===== src/rtl/bundle_issue_scheduler_pkg.sv =====
// Shared types and helpers for the bundle issue scheduler.
// Widths for address, instruction, bundle, PID, TID and major-ID counter
// live here so the queue, interface and top all agree on one entry layout.
package bundle_issue_scheduler_pkg;

  localparam int unsigned ADDR_W   = 64;
  localparam int unsigned INSN_W   = 32;
  localparam int unsigned BUNDLE_W = 4 * INSN_W;
  localparam int unsigned PID_W    = 32;
  localparam int unsigned TID_W    = 64;
  localparam int unsigned CNT_W    = 64;

  // Length code = instruction count minus one.
  localparam logic [1:0] LEN_1 = 2'b00;
  localparam logic [1:0] LEN_2 = 2'b01;
  localparam logic [1:0] LEN_3 = 2'b10;
  localparam logic [1:0] LEN_4 = 2'b11;

  typedef struct packed {
    logic [BUNDLE_W-1:0] bundle;
    logic [ADDR_W-1:0]   addr;
    logic [1:0]          len;
    logic                is64;
    logic [PID_W-1:0]    pid;
    logic [TID_W-1:0]    tid;
  } q_entry_t;

  // A bundle of len+1 instructions needs decoders 1..len+1 ready.
  function automatic logic dec_ready_ok(input logic [1:0] len, input logic [3:0] rdy);
    logic ok;
    case (len)
      LEN_1:   ok = rdy[0];
      LEN_2:   ok = &rdy[1:0];
      LEN_3:   ok = &rdy[2:0];
      LEN_4:   ok = &rdy[3:0];
      default: ok = 1'b0;
    endcase
    return ok;
  endfunction

  // Saturating 32-bit increment for statistics counters.
  function automatic logic [31:0] sat_inc32(input logic [31:0] v);
    logic [31:0] r;
    if (v == 32'hFFFF_FFFF) r = v;
    else                    r = v + 32'd1;
    return r;
  endfunction

endpackage


===== src/rtl/bundle_issue_scheduler_if.sv =====
// Fetch/issue signal bundle of the scheduler. The slave modport is the
// scheduler's view; master is the fetch/parser side (or a testbench).
// Statistics outputs exist only when ISSUE_STATS_EN is defined.
interface bundle_issue_scheduler_if;
  import bundle_issue_scheduler_pkg::*;

  logic                fetch0Valid_i,  fetch1Valid_i;
  logic                fetch0Ready_o,  fetch1Ready_o;
  logic [BUNDLE_W-1:0] fetch0Bundle_i, fetch1Bundle_i;
  logic [ADDR_W-1:0]   fetch0Addr_i,   fetch1Addr_i;
  logic [1:0]          fetch0Len_i,    fetch1Len_i;
  logic                fetch0Is64_i,   fetch1Is64_i;
  logic [PID_W-1:0]    fetch0Pid_i,    fetch1Pid_i;
  logic [TID_W-1:0]    fetch0Tid_i,    fetch1Tid_i;
  logic                flush0_i,       flush1_i;
  logic [3:0]          decReady_i;

  logic                enable_o;
  logic [BUNDLE_W-1:0] bundle_o;
  logic [ADDR_W-1:0]   bundleAddress_o;
  logic [1:0]          bundleLen_o;
  logic                is64Bit_o;
  logic [PID_W-1:0]    bundlePid_o;
  logic [TID_W-1:0]    bundleTid_o;
  logic [CNT_W-1:0]    bundleStartMajId_o;
  logic                issuedThread_o;
`ifdef ISSUE_STATS_EN
  logic [31:0]         issued0Count_o, issued1Count_o, stall0Count_o, stall1Count_o;
`endif

  modport slave (
    input  fetch0Valid_i, fetch1Valid_i, fetch0Bundle_i, fetch1Bundle_i,
           fetch0Addr_i, fetch1Addr_i, fetch0Len_i, fetch1Len_i,
           fetch0Is64_i, fetch1Is64_i, fetch0Pid_i, fetch1Pid_i,
           fetch0Tid_i, fetch1Tid_i, flush0_i, flush1_i, decReady_i,
    output fetch0Ready_o, fetch1Ready_o, enable_o, bundle_o, bundleAddress_o,
           bundleLen_o, is64Bit_o, bundlePid_o, bundleTid_o,
           bundleStartMajId_o, issuedThread_o
`ifdef ISSUE_STATS_EN
    , output issued0Count_o, issued1Count_o, stall0Count_o, stall1Count_o
`endif
  );

  modport master (
    output fetch0Valid_i, fetch1Valid_i, fetch0Bundle_i, fetch1Bundle_i,
           fetch0Addr_i, fetch1Addr_i, fetch0Len_i, fetch1Len_i,
           fetch0Is64_i, fetch1Is64_i, fetch0Pid_i, fetch1Pid_i,
           fetch0Tid_i, fetch1Tid_i, flush0_i, flush1_i, decReady_i,
    input  fetch0Ready_o, fetch1Ready_o, enable_o, bundle_o, bundleAddress_o,
           bundleLen_o, is64Bit_o, bundlePid_o, bundleTid_o,
           bundleStartMajId_o, issuedThread_o
`ifdef ISSUE_STATS_EN
    , input issued0Count_o, issued1Count_o, stall0Count_o, stall1Count_o
`endif
  );

endinterface


===== src/rtl/bundle_issue_scheduler_bundle_queue.sv =====
// Per-thread bundle FIFO. DEPTH must be a power of two >= 2 so the
// pointers wrap naturally. Flush empties the queue and beats a push.
module bundle_queue
  import bundle_issue_scheduler_pkg::*;
#(
  parameter int unsigned DEPTH = 2
) (
  input  logic     clk_i,
  input  logic     rst_n_i,
  input  logic     push_i,
  input  logic     pop_i,
  input  logic     flush_i,
  input  q_entry_t entry_i,
  output q_entry_t head_o,
  output logic     empty_o,
  output logic     full_o
);
  localparam int unsigned PW = $clog2(DEPTH);
  localparam int unsigned CW = PW + 1;
  localparam logic [CW-1:0] DEPTH_C = CW'(DEPTH);

  q_entry_t        mem_q [DEPTH];
  logic [PW-1:0]   rd_q, rd_d, wr_q, wr_d;
  logic [CW-1:0]   cnt_q, cnt_d;
  logic            do_push_s, do_pop_s;

  assign empty_o = (cnt_q == {CW{1'b0}});
  assign full_o  = (cnt_q == DEPTH_C);
  assign head_o  = mem_q[rd_q];

  // Pointer/count next state; flush clears everything and suppresses push/pop.
  always_comb begin
    do_push_s = push_i & ~full_o & ~flush_i;
    do_pop_s  = pop_i & ~empty_o & ~flush_i;
    rd_d  = rd_q;
    wr_d  = wr_q;
    cnt_d = cnt_q;
    if (flush_i) begin
      rd_d  = {PW{1'b0}};
      wr_d  = {PW{1'b0}};
      cnt_d = {CW{1'b0}};
    end else begin
      if (do_push_s) wr_d = wr_q + {{(PW-1){1'b0}}, 1'b1};
      else           wr_d = wr_q;
      if (do_pop_s)  rd_d = rd_q + {{(PW-1){1'b0}}, 1'b1};
      else           rd_d = rd_q;
      case ({do_push_s, do_pop_s})
        2'b10:   cnt_d = cnt_q + {{(CW-1){1'b0}}, 1'b1};
        2'b01:   cnt_d = cnt_q - {{(CW-1){1'b0}}, 1'b1};
        default: cnt_d = cnt_q;
      endcase
    end
  end

  // Pointer and occupancy registers.
  always_ff @(posedge clk_i or negedge rst_n_i) begin
    if (!rst_n_i) begin
      rd_q  <= {PW{1'b0}};
      wr_q  <= {PW{1'b0}};
      cnt_q <= {CW{1'b0}};
    end else begin
      rd_q  <= rd_d;
      wr_q  <= wr_d;
      cnt_q <= cnt_d;
    end
  end

  // Entry storage; contents are only meaningful while counted as occupied.
  always_ff @(posedge clk_i) begin
    if (do_push_s) mem_q[wr_q] <= entry_i;
  end

endmodule


===== src/rtl/bundle_issue_scheduler.sv =====
// Two-thread bundle issue scheduler: per-thread queues, round-robin pick
// gated by decoder readiness, registered issue, global major-ID counter.
// Optional statistics counters are built when ISSUE_STATS_EN is defined.
// majIdInit only moves the counter's reset value (normally 0).
module bundle_issue_scheduler
  import bundle_issue_scheduler_pkg::*;
#(
  parameter int unsigned      queueDepth = 2,
  parameter logic [CNT_W-1:0] majIdInit  = {CNT_W{1'b0}}
) (
  input logic                     clock_i,
  input logic                     reset_n_i,
  bundle_issue_scheduler_if.slave bus
);
  q_entry_t         entry0_s, entry1_s, head0_s, head1_s, sel_s;
  logic             empty0_s, empty1_s, full0_s, full1_s;
  logic             elig0_s, elig1_s, grant0_s, grant1_s;
  logic             last1_q, last1_d;   // 1 = thread 1 was granted last
  logic [CNT_W-1:0] maj_q, maj_d, start_q, start_d;
  q_entry_t         out_q, out_d;
  logic             enable_q, enable_d, thr_q, thr_d;

  assign entry0_s = '{bus.fetch0Bundle_i, bus.fetch0Addr_i, bus.fetch0Len_i,
                      bus.fetch0Is64_i, bus.fetch0Pid_i, bus.fetch0Tid_i};
  assign entry1_s = '{bus.fetch1Bundle_i, bus.fetch1Addr_i, bus.fetch1Len_i,
                      bus.fetch1Is64_i, bus.fetch1Pid_i, bus.fetch1Tid_i};

  bundle_queue #(.DEPTH(queueDepth)) u_q0 (
    .clk_i(clock_i), .rst_n_i(reset_n_i), .push_i(bus.fetch0Valid_i),
    .pop_i(grant0_s), .flush_i(bus.flush0_i), .entry_i(entry0_s),
    .head_o(head0_s), .empty_o(empty0_s), .full_o(full0_s));

  bundle_queue #(.DEPTH(queueDepth)) u_q1 (
    .clk_i(clock_i), .rst_n_i(reset_n_i), .push_i(bus.fetch1Valid_i),
    .pop_i(grant1_s), .flush_i(bus.flush1_i), .entry_i(entry1_s),
    .head_o(head1_s), .empty_o(empty1_s), .full_o(full1_s));

  assign bus.fetch0Ready_o = ~full0_s;
  assign bus.fetch1Ready_o = ~full1_s;

  // Eligibility and round-robin grant; on a tie the thread not granted last wins.
  always_comb begin
    elig0_s  = ~empty0_s & ~bus.flush0_i & dec_ready_ok(head0_s.len, bus.decReady_i);
    elig1_s  = ~empty1_s & ~bus.flush1_i & dec_ready_ok(head1_s.len, bus.decReady_i);
    grant0_s = elig0_s & (~elig1_s | last1_q);
    grant1_s = elig1_s & (~elig0_s | ~last1_q);
  end

  // Issue next state: load the granted head and advance the major-ID counter.
  always_comb begin
    sel_s    = grant1_s ? head1_s : head0_s;
    enable_d = 1'b0;
    out_d    = out_q;
    thr_d    = thr_q;
    start_d  = start_q;
    maj_d    = maj_q;
    last1_d  = last1_q;
    if (grant0_s || grant1_s) begin
      enable_d = 1'b1;
      out_d    = sel_s;
      thr_d    = grant1_s;
      last1_d  = grant1_s;
      start_d  = maj_q;
      maj_d    = maj_q + {{(CNT_W-2){1'b0}}, sel_s.len} + {{(CNT_W-1){1'b0}}, 1'b1};
    end else begin
      enable_d = 1'b0;
    end
  end

  // Registered issue outputs, counter and arbitration pointer.
  always_ff @(posedge clock_i or negedge reset_n_i) begin
    if (!reset_n_i) begin
      enable_q <= 1'b0;
      out_q    <= '0;
      thr_q    <= 1'b0;
      start_q  <= {CNT_W{1'b0}};
      maj_q    <= majIdInit;
      last1_q  <= 1'b1;
    end else begin
      enable_q <= enable_d;
      out_q    <= out_d;
      thr_q    <= thr_d;
      start_q  <= start_d;
      maj_q    <= maj_d;
      last1_q  <= last1_d;
    end
  end

  assign bus.enable_o           = enable_q;
  assign bus.bundle_o           = out_q.bundle;
  assign bus.bundleAddress_o    = out_q.addr;
  assign bus.bundleLen_o        = out_q.len;
  assign bus.is64Bit_o          = out_q.is64;
  assign bus.bundlePid_o        = out_q.pid;
  assign bus.bundleTid_o        = out_q.tid;
  assign bus.bundleStartMajId_o = start_q;
  assign bus.issuedThread_o     = thr_q;

`ifdef ISSUE_STATS_EN
  logic [31:0] iss0_q, iss1_q, stl0_q, stl1_q;

  // Saturating per-thread issue and stall counters.
  always_ff @(posedge clock_i or negedge reset_n_i) begin
    if (!reset_n_i) begin
      iss0_q <= 32'd0;
      iss1_q <= 32'd0;
      stl0_q <= 32'd0;
      stl1_q <= 32'd0;
    end else begin
      if (grant0_s) iss0_q <= sat_inc32(iss0_q);
      if (grant1_s) iss1_q <= sat_inc32(iss1_q);
      if (!empty0_s && !grant0_s) stl0_q <= sat_inc32(stl0_q);
      if (!empty1_s && !grant1_s) stl1_q <= sat_inc32(stl1_q);
    end
  end

  assign bus.issued0Count_o = iss0_q;
  assign bus.issued1Count_o = iss1_q;
  assign bus.stall0Count_o  = stl0_q;
  assign bus.stall1Count_o  = stl1_q;
`endif

endmodule

===== src/flat_wrapper.sv =====
// flat-port wrapper written by rule: the top's interface ports become plain ports
module bundle_issue_scheduler_flat import bundle_issue_scheduler_pkg::*;
#(
  parameter int unsigned      queueDepth = 2,
  parameter logic [CNT_W-1:0] majIdInit  = {CNT_W{1'b0}}
)
  (clock_i, reset_n_i, bus_fetch0Valid_i, bus_fetch1Valid_i, bus_fetch0Bundle_i, bus_fetch1Bundle_i, bus_fetch0Addr_i, bus_fetch1Addr_i, bus_fetch0Len_i, bus_fetch1Len_i, bus_fetch0Is64_i, bus_fetch1Is64_i, bus_fetch0Pid_i, bus_fetch1Pid_i, bus_fetch0Tid_i, bus_fetch1Tid_i, bus_flush0_i, bus_flush1_i, bus_decReady_i, bus_fetch0Ready_o, bus_fetch1Ready_o, bus_enable_o, bus_bundle_o, bus_bundleAddress_o, bus_bundleLen_o, bus_is64Bit_o, bus_bundlePid_o, bus_bundleTid_o, bus_bundleStartMajId_o, bus_issuedThread_o);
  bundle_issue_scheduler_if bus_i ();
  input logic clock_i;
  input logic reset_n_i;
  input wire logic [$bits(bus_i.fetch0Valid_i)-1:0] bus_fetch0Valid_i;
  input wire logic [$bits(bus_i.fetch1Valid_i)-1:0] bus_fetch1Valid_i;
  input wire logic [$bits(bus_i.fetch0Bundle_i)-1:0] bus_fetch0Bundle_i;
  input wire logic [$bits(bus_i.fetch1Bundle_i)-1:0] bus_fetch1Bundle_i;
  input wire logic [$bits(bus_i.fetch0Addr_i)-1:0] bus_fetch0Addr_i;
  input wire logic [$bits(bus_i.fetch1Addr_i)-1:0] bus_fetch1Addr_i;
  input wire logic [$bits(bus_i.fetch0Len_i)-1:0] bus_fetch0Len_i;
  input wire logic [$bits(bus_i.fetch1Len_i)-1:0] bus_fetch1Len_i;
  input wire logic [$bits(bus_i.fetch0Is64_i)-1:0] bus_fetch0Is64_i;
  input wire logic [$bits(bus_i.fetch1Is64_i)-1:0] bus_fetch1Is64_i;
  input wire logic [$bits(bus_i.fetch0Pid_i)-1:0] bus_fetch0Pid_i;
  input wire logic [$bits(bus_i.fetch1Pid_i)-1:0] bus_fetch1Pid_i;
  input wire logic [$bits(bus_i.fetch0Tid_i)-1:0] bus_fetch0Tid_i;
  input wire logic [$bits(bus_i.fetch1Tid_i)-1:0] bus_fetch1Tid_i;
  input wire logic [$bits(bus_i.flush0_i)-1:0] bus_flush0_i;
  input wire logic [$bits(bus_i.flush1_i)-1:0] bus_flush1_i;
  input wire logic [$bits(bus_i.decReady_i)-1:0] bus_decReady_i;
  output wire logic [$bits(bus_i.fetch0Ready_o)-1:0] bus_fetch0Ready_o;
  output wire logic [$bits(bus_i.fetch1Ready_o)-1:0] bus_fetch1Ready_o;
  output wire logic [$bits(bus_i.enable_o)-1:0] bus_enable_o;
  output wire logic [$bits(bus_i.bundle_o)-1:0] bus_bundle_o;
  output wire logic [$bits(bus_i.bundleAddress_o)-1:0] bus_bundleAddress_o;
  output wire logic [$bits(bus_i.bundleLen_o)-1:0] bus_bundleLen_o;
  output wire logic [$bits(bus_i.is64Bit_o)-1:0] bus_is64Bit_o;
  output wire logic [$bits(bus_i.bundlePid_o)-1:0] bus_bundlePid_o;
  output wire logic [$bits(bus_i.bundleTid_o)-1:0] bus_bundleTid_o;
  output wire logic [$bits(bus_i.bundleStartMajId_o)-1:0] bus_bundleStartMajId_o;
  output wire logic [$bits(bus_i.issuedThread_o)-1:0] bus_issuedThread_o;
  assign bus_i.fetch0Valid_i = bus_fetch0Valid_i;
  assign bus_i.fetch1Valid_i = bus_fetch1Valid_i;
  assign bus_i.fetch0Bundle_i = bus_fetch0Bundle_i;
  assign bus_i.fetch1Bundle_i = bus_fetch1Bundle_i;
  assign bus_i.fetch0Addr_i = bus_fetch0Addr_i;
  assign bus_i.fetch1Addr_i = bus_fetch1Addr_i;
  assign bus_i.fetch0Len_i = bus_fetch0Len_i;
  assign bus_i.fetch1Len_i = bus_fetch1Len_i;
  assign bus_i.fetch0Is64_i = bus_fetch0Is64_i;
  assign bus_i.fetch1Is64_i = bus_fetch1Is64_i;
  assign bus_i.fetch0Pid_i = bus_fetch0Pid_i;
  assign bus_i.fetch1Pid_i = bus_fetch1Pid_i;
  assign bus_i.fetch0Tid_i = bus_fetch0Tid_i;
  assign bus_i.fetch1Tid_i = bus_fetch1Tid_i;
  assign bus_i.flush0_i = bus_flush0_i;
  assign bus_i.flush1_i = bus_flush1_i;
  assign bus_i.decReady_i = bus_decReady_i;
  assign bus_fetch0Ready_o = bus_i.fetch0Ready_o;
  assign bus_fetch1Ready_o = bus_i.fetch1Ready_o;
  assign bus_enable_o = bus_i.enable_o;
  assign bus_bundle_o = bus_i.bundle_o;
  assign bus_bundleAddress_o = bus_i.bundleAddress_o;
  assign bus_bundleLen_o = bus_i.bundleLen_o;
  assign bus_is64Bit_o = bus_i.is64Bit_o;
  assign bus_bundlePid_o = bus_i.bundlePid_o;
  assign bus_bundleTid_o = bus_i.bundleTid_o;
  assign bus_bundleStartMajId_o = bus_i.bundleStartMajId_o;
  assign bus_issuedThread_o = bus_i.issuedThread_o;
  bundle_issue_scheduler #(.queueDepth(queueDepth), .majIdInit(majIdInit)) u_core (.clock_i(clock_i), .reset_n_i(reset_n_i), .bus(bus_i));
endmodule

===== config.mk =====
export PLATFORM = sky130hd
export DESIGN_NAME = bundle_issue_scheduler_flat
export DESIGN_NICKNAME = d
export VERILOG_FILES = /design/src/rtl/bundle_issue_scheduler_pkg.sv /design/src/rtl/bundle_issue_scheduler_if.sv /design/src/rtl/bundle_issue_scheduler_bundle_queue.sv /design/src/rtl/bundle_issue_scheduler.sv /design/src/flat_wrapper.sv
export SDC_FILE = /design/constraint.sdc
export NUM_CORES = 2
export LEC_CHECK = 0
export CAP_MARGIN = 20
export CORE_MARGIN = 2
export CORE_UTILIZATION = 45
export CTS_CLUSTER_SIZE = 24
export DETAILED_ROUTE_END_ITERATION = 7
export GPL_TIMING_DRIVEN = 0
export PLACE_DENSITY = 0.81
export SETUP_SLACK_MARGIN = 0.3
export SKIP_CTS_REPAIR_TIMING = 1
export SKIP_LAST_GASP = 1
export SLEW_MARGIN = 20
export SYNTH_ARGS = -nofsm -noshare
export SYNTH_HDL_FRONTEND = slang
export SYNTH_SLANG_ARGS = --single-unit

===== constraint.sdc =====
create_clock -name clock_i -period 23.6 [get_ports clock_i]
set_input_delay 3.54 -clock clock_i [delete_from_list [all_inputs] [get_ports clock_i]]
set_output_delay 3.54 -clock clock_i [all_outputs]
set_load 0.02 [all_outputs]

==> impl_metrics.env <==
export IMPL_status="finished clean"
export IMPL_post_dp_cell_area_sq_um=74390
export IMPL_hold_violations=0
export IMPL_drc=0
export IMPL_post_drt_wl_per_cell_microns=28.52
export IMPL_cp_start_kind="input pin"
export IMPL_ant_nets=0
export IMPL_grt_start_max_net_pins=98
export IMPL_grt_overflow=0
export IMPL_dp_hpwl_microns=151000
export IMPL_io_buffers=950
export IMPL_firstDrtPassIters=6
export IMPL_synth_avg_cell_area_sq_um=14.97
export IMPL_die_y_microns=371.9
export IMPL_fin_nets=5890
export IMPL_peakVddDrop_v=0.00008602
export IMPL_cts_tree="yes"
export IMPL_netlist_area_sq_um=60920
export IMPL_grt_use_total=0.2923
export IMPL_synth_commonest_cells="1,164 x edfxtp_1, 437 x nor2b_1, 436 x a211oi_1, 433 x nand2_1, 429 x dfrtp_1"
export IMPL_cts_buffers=162
export IMPL_cp_top_family="compound AO/OA/AOI/OAI gates"
export IMPL_fin_crit_sh=0.3329
export IMPL_worstPathMaxFanout=10
export IMPL_dieArea_sq_um=138300
export IMPL_clkSinkCount=1594
export IMPL_finalClockSkew_ns=0.05214
export IMPL_io_pin_count=951
export IMPL_routabilityCongestion=0.9249
export IMPL_synth_area_leader_cell="edfxtp_1"
export IMPL_grt_pass1_wl_microns=289800
export IMPL_ys_seq_elements=1594
export IMPL_h_tree_depth=4
export IMPL_async_reset_ff_frac=0.2698
export IMPL_core_rowCount=135
export IMPL_grt_pass1_vias=42670
export IMPL_core_area_sq_um=135000
export IMPL_initial_core_util=0.4514
export IMPL_nFillCells=9740
export IMPL_syn_inst=4068
export IMPL_wl_microns=208900
export IMPL_worstSetupPathType="in2reg"
export IMPL_ys_types=50
export IMPL_maxSlewViolCount=0
export IMPL_path_buf_inv=5
export IMPL_drive_gt1_frac=0.09441
export IMPL_num_vias=42690
export IMPL_synthFlopType="edfxtp_1"
export IMPL_fin_crit_ns=7.856
export IMPL_area_delta_synth_final_pct=31.36
export IMPL_min_path_type="reg2reg"
export IMPL_root_buffer="clkbuf_16"
export IMPL_routed_via_density=5.827
export IMPL_yosys_warnings=0
export IMPL_synth_area_leaders="edfxtp_1 57%, dfrtp_1 18%, a211oi_1 5.4%, nor2b_1 4.5%, o31ai_1 2.7%"
export IMPL_worst_slew_pin_slew_ns=1.195
export IMPL_p_per_area_nw_per_um2=97.18
export IMPL_rsz0062_at_grt="no"
export IMPL_synth_nets=4663
export IMPL_yosysMostFrequentCell="edfxtp_1"
export IMPL_p_leak_nw=28.46
export IMPL_die_x_microns=371.9
export IMPL_finalSetupViolCount=0
export IMPL_cts_clk_slew_worst_paths_ns=0.06
export IMPL_synth_seq_area_share=0.7504
export IMPL_crit_path_end_kind="flip-flop"
export IMPL_place_ws_ns=15.11
export IMPL_max_freq_ghz=0.1273
export IMPL_crit_chain="clkdlybuf4s50_1 -> inv_1 -> o211ai_1 -> a211o_1 -> o21ai_2 -> buf_2 -> mux2i_1 -> inv_1 -> ha_1 -> a21oi_1 -> a211oi_2 -> buf_2 -> nand3_1 -> xnor2_1"
export IMPL_clk_path_buf_depth=3
export IMPL_yosysTopAreaCellShare=0.5738
export IMPL_whs_ns=0.4685
export IMPL_max_cap_violations=0
export IMPL_antenna_found_initial=132
export IMPL_synth_edf_count=1164
export IMPL_worstSkewPairLatency_ns=0.82
export IMPL_slowest_delay_ns=0.90
export IMPL_cp_arrival_ns=8.57
export IMPL_slew_headroom=0.2034
export IMPL_crit_path_top_delay_cell="a21oi_1"
export IMPL_drt_iter0_markers=4661
export IMPL_postLayoutCellArea_sq_um=80020
export IMPL_required_ns=24.31
export IMPL_setup_ws_ns=15.74
-- worst paths after layout --
kind	from	endpoint	slack, ns	cells past startpoint
setup / recovery	bus_flush0_i	u_core.maj_q[63]	15.74	14
max in group asynchronous	reset_n_i	u_core.bus.bundleTid_o[38]	19.27	4
min in group asynchronous	reset_n_i	u_core.bus.bundleTid_o[43]	2.60	1
hold / removal	u_core.bus.bundleStartMajId_o[61]	u_core.bus.bundleStartMajId_o[61]	0.47	2
setup reg to reg	u_core.u_q0.rd_q	u_core.maj_q[63]	17.99	14
hold reg to reg	u_core.bus.bundleStartMajId_o[61]	u_core.bus.bundleStartMajId_o[61]	0.47	2
-- cells by family (layout without fill, tap and decap cells) --
logic type / after synthesis / count (layout) / synth area share
compound gates: 906 / 906 / 0.1059
xor+xnor: 68 / 68 / 0.009777
fa+ha+maj: 3 / 3 / 0.0007394
buf+inv: 284 / 1650 / 0.01959
flops: 1594 / 1594 / 0.7504
mux: 153 / 153 / 0.02666
other cells: 0 / 110 / 0
simple gates: 1060 / 1060 / 0.08686
-- area by class of cell --
type	count	area (sq um)	area share
clock inverter	61	649.4	0.008115
clock buffer	242	4700	0.05873
tap	1781	2228	0.02785
sequential	1594	45720	0.5713
timing repair buffer	1063	11190	0.1399
multi-input combinational	2190	14050	0.1756
inverter	15	56.30	0.0007036
antenna	110	275.3	0.003440
buffer	269	1150	0.01437
-- through the flow --
stage	power, mW	setup TNS (ns)	util	std cells
global route	7.991	0	0.5924	7297
finish	7.776	0	0.5929	7325
CTS	7.764	0	0.5908	7214
floorplan	4.262	0	-	4068
global placement	5.197	-1811.05	0.5385	6799
detailed placement	5.216	0	0.5512	6911
-- cells in the final DEF, fill, tap and decap left out, drive strengths merged, types with 3 or more instances in the layout --
cell type	count
nor2	103
buf	181
mux2	74
a211oi	439
a21oi	79
o21ai	88
and2	3
dfrtp	429
and3	9
nor3	16
nor2b	437
nand2b	4
nand3	18
and4	5
clkinv	42
bufinv	6
clkbuf	444
a22oi	71
edfxtp	1164
inv	22
o31ai	218
nand2	433
mux2i	79
diode	110
xor2	30
nand4	17
clkinvlp	6
clkdlybuf4s50	949
o2111ai	3
nor4	6
xnor2	38
-- worst min-delay path, stage by stage, from the launching register on --
cell and delay [ns]:
dfrtp_1 0.34, nand2_1 0.05, nand2_1 0.05
-- power breakdown --
part           leakage [nW]  switching (mW)  internal [mW]
Combinational          9.69           0.938          0.687
Clock                  2.60            1.11           1.46
Sequential             16.2           0.220           3.36
-- sequential cells by signal, summed over array words and instances, names as in the netlist --
name	cells
u_core.last1_q	1
u_core.u_q1.cnt_q	2
u_core.bus.issuedThread_o	1
u_core.u_q0.mem_q	582
u_core.bus.bundleTid_o	64
u_core.u_q1.mem_q	582
u_core.u_q1.wr_q	1
u_core.bus.bundleStartMajId_o	64
u_core.maj_q	64
u_core.u_q1.rd_q	1
u_core.bus.bundle_o	128
u_core.u_q0.wr_q	1
u_core.bus.bundlePid_o	32
u_core.bus.is64Bit_o	1
u_core.bus.bundleLen_o	2
u_core.u_q0.rd_q	1
u_core.bus.enable_o	1
u_core.bus.bundleAddress_o	64
u_core.u_q0.cnt_q	2
-- routing by layer --
metal,vias up,GRT usage,share of wire
met4,50,0.1927,0.065
met3,679,0.09566,0.11
met2,2780,0.4469,0.47
met5,-,0,0.0014
li1,17950,-,-
met1,21230,0.3555,0.36
Power figures use the tool's default switching activity.
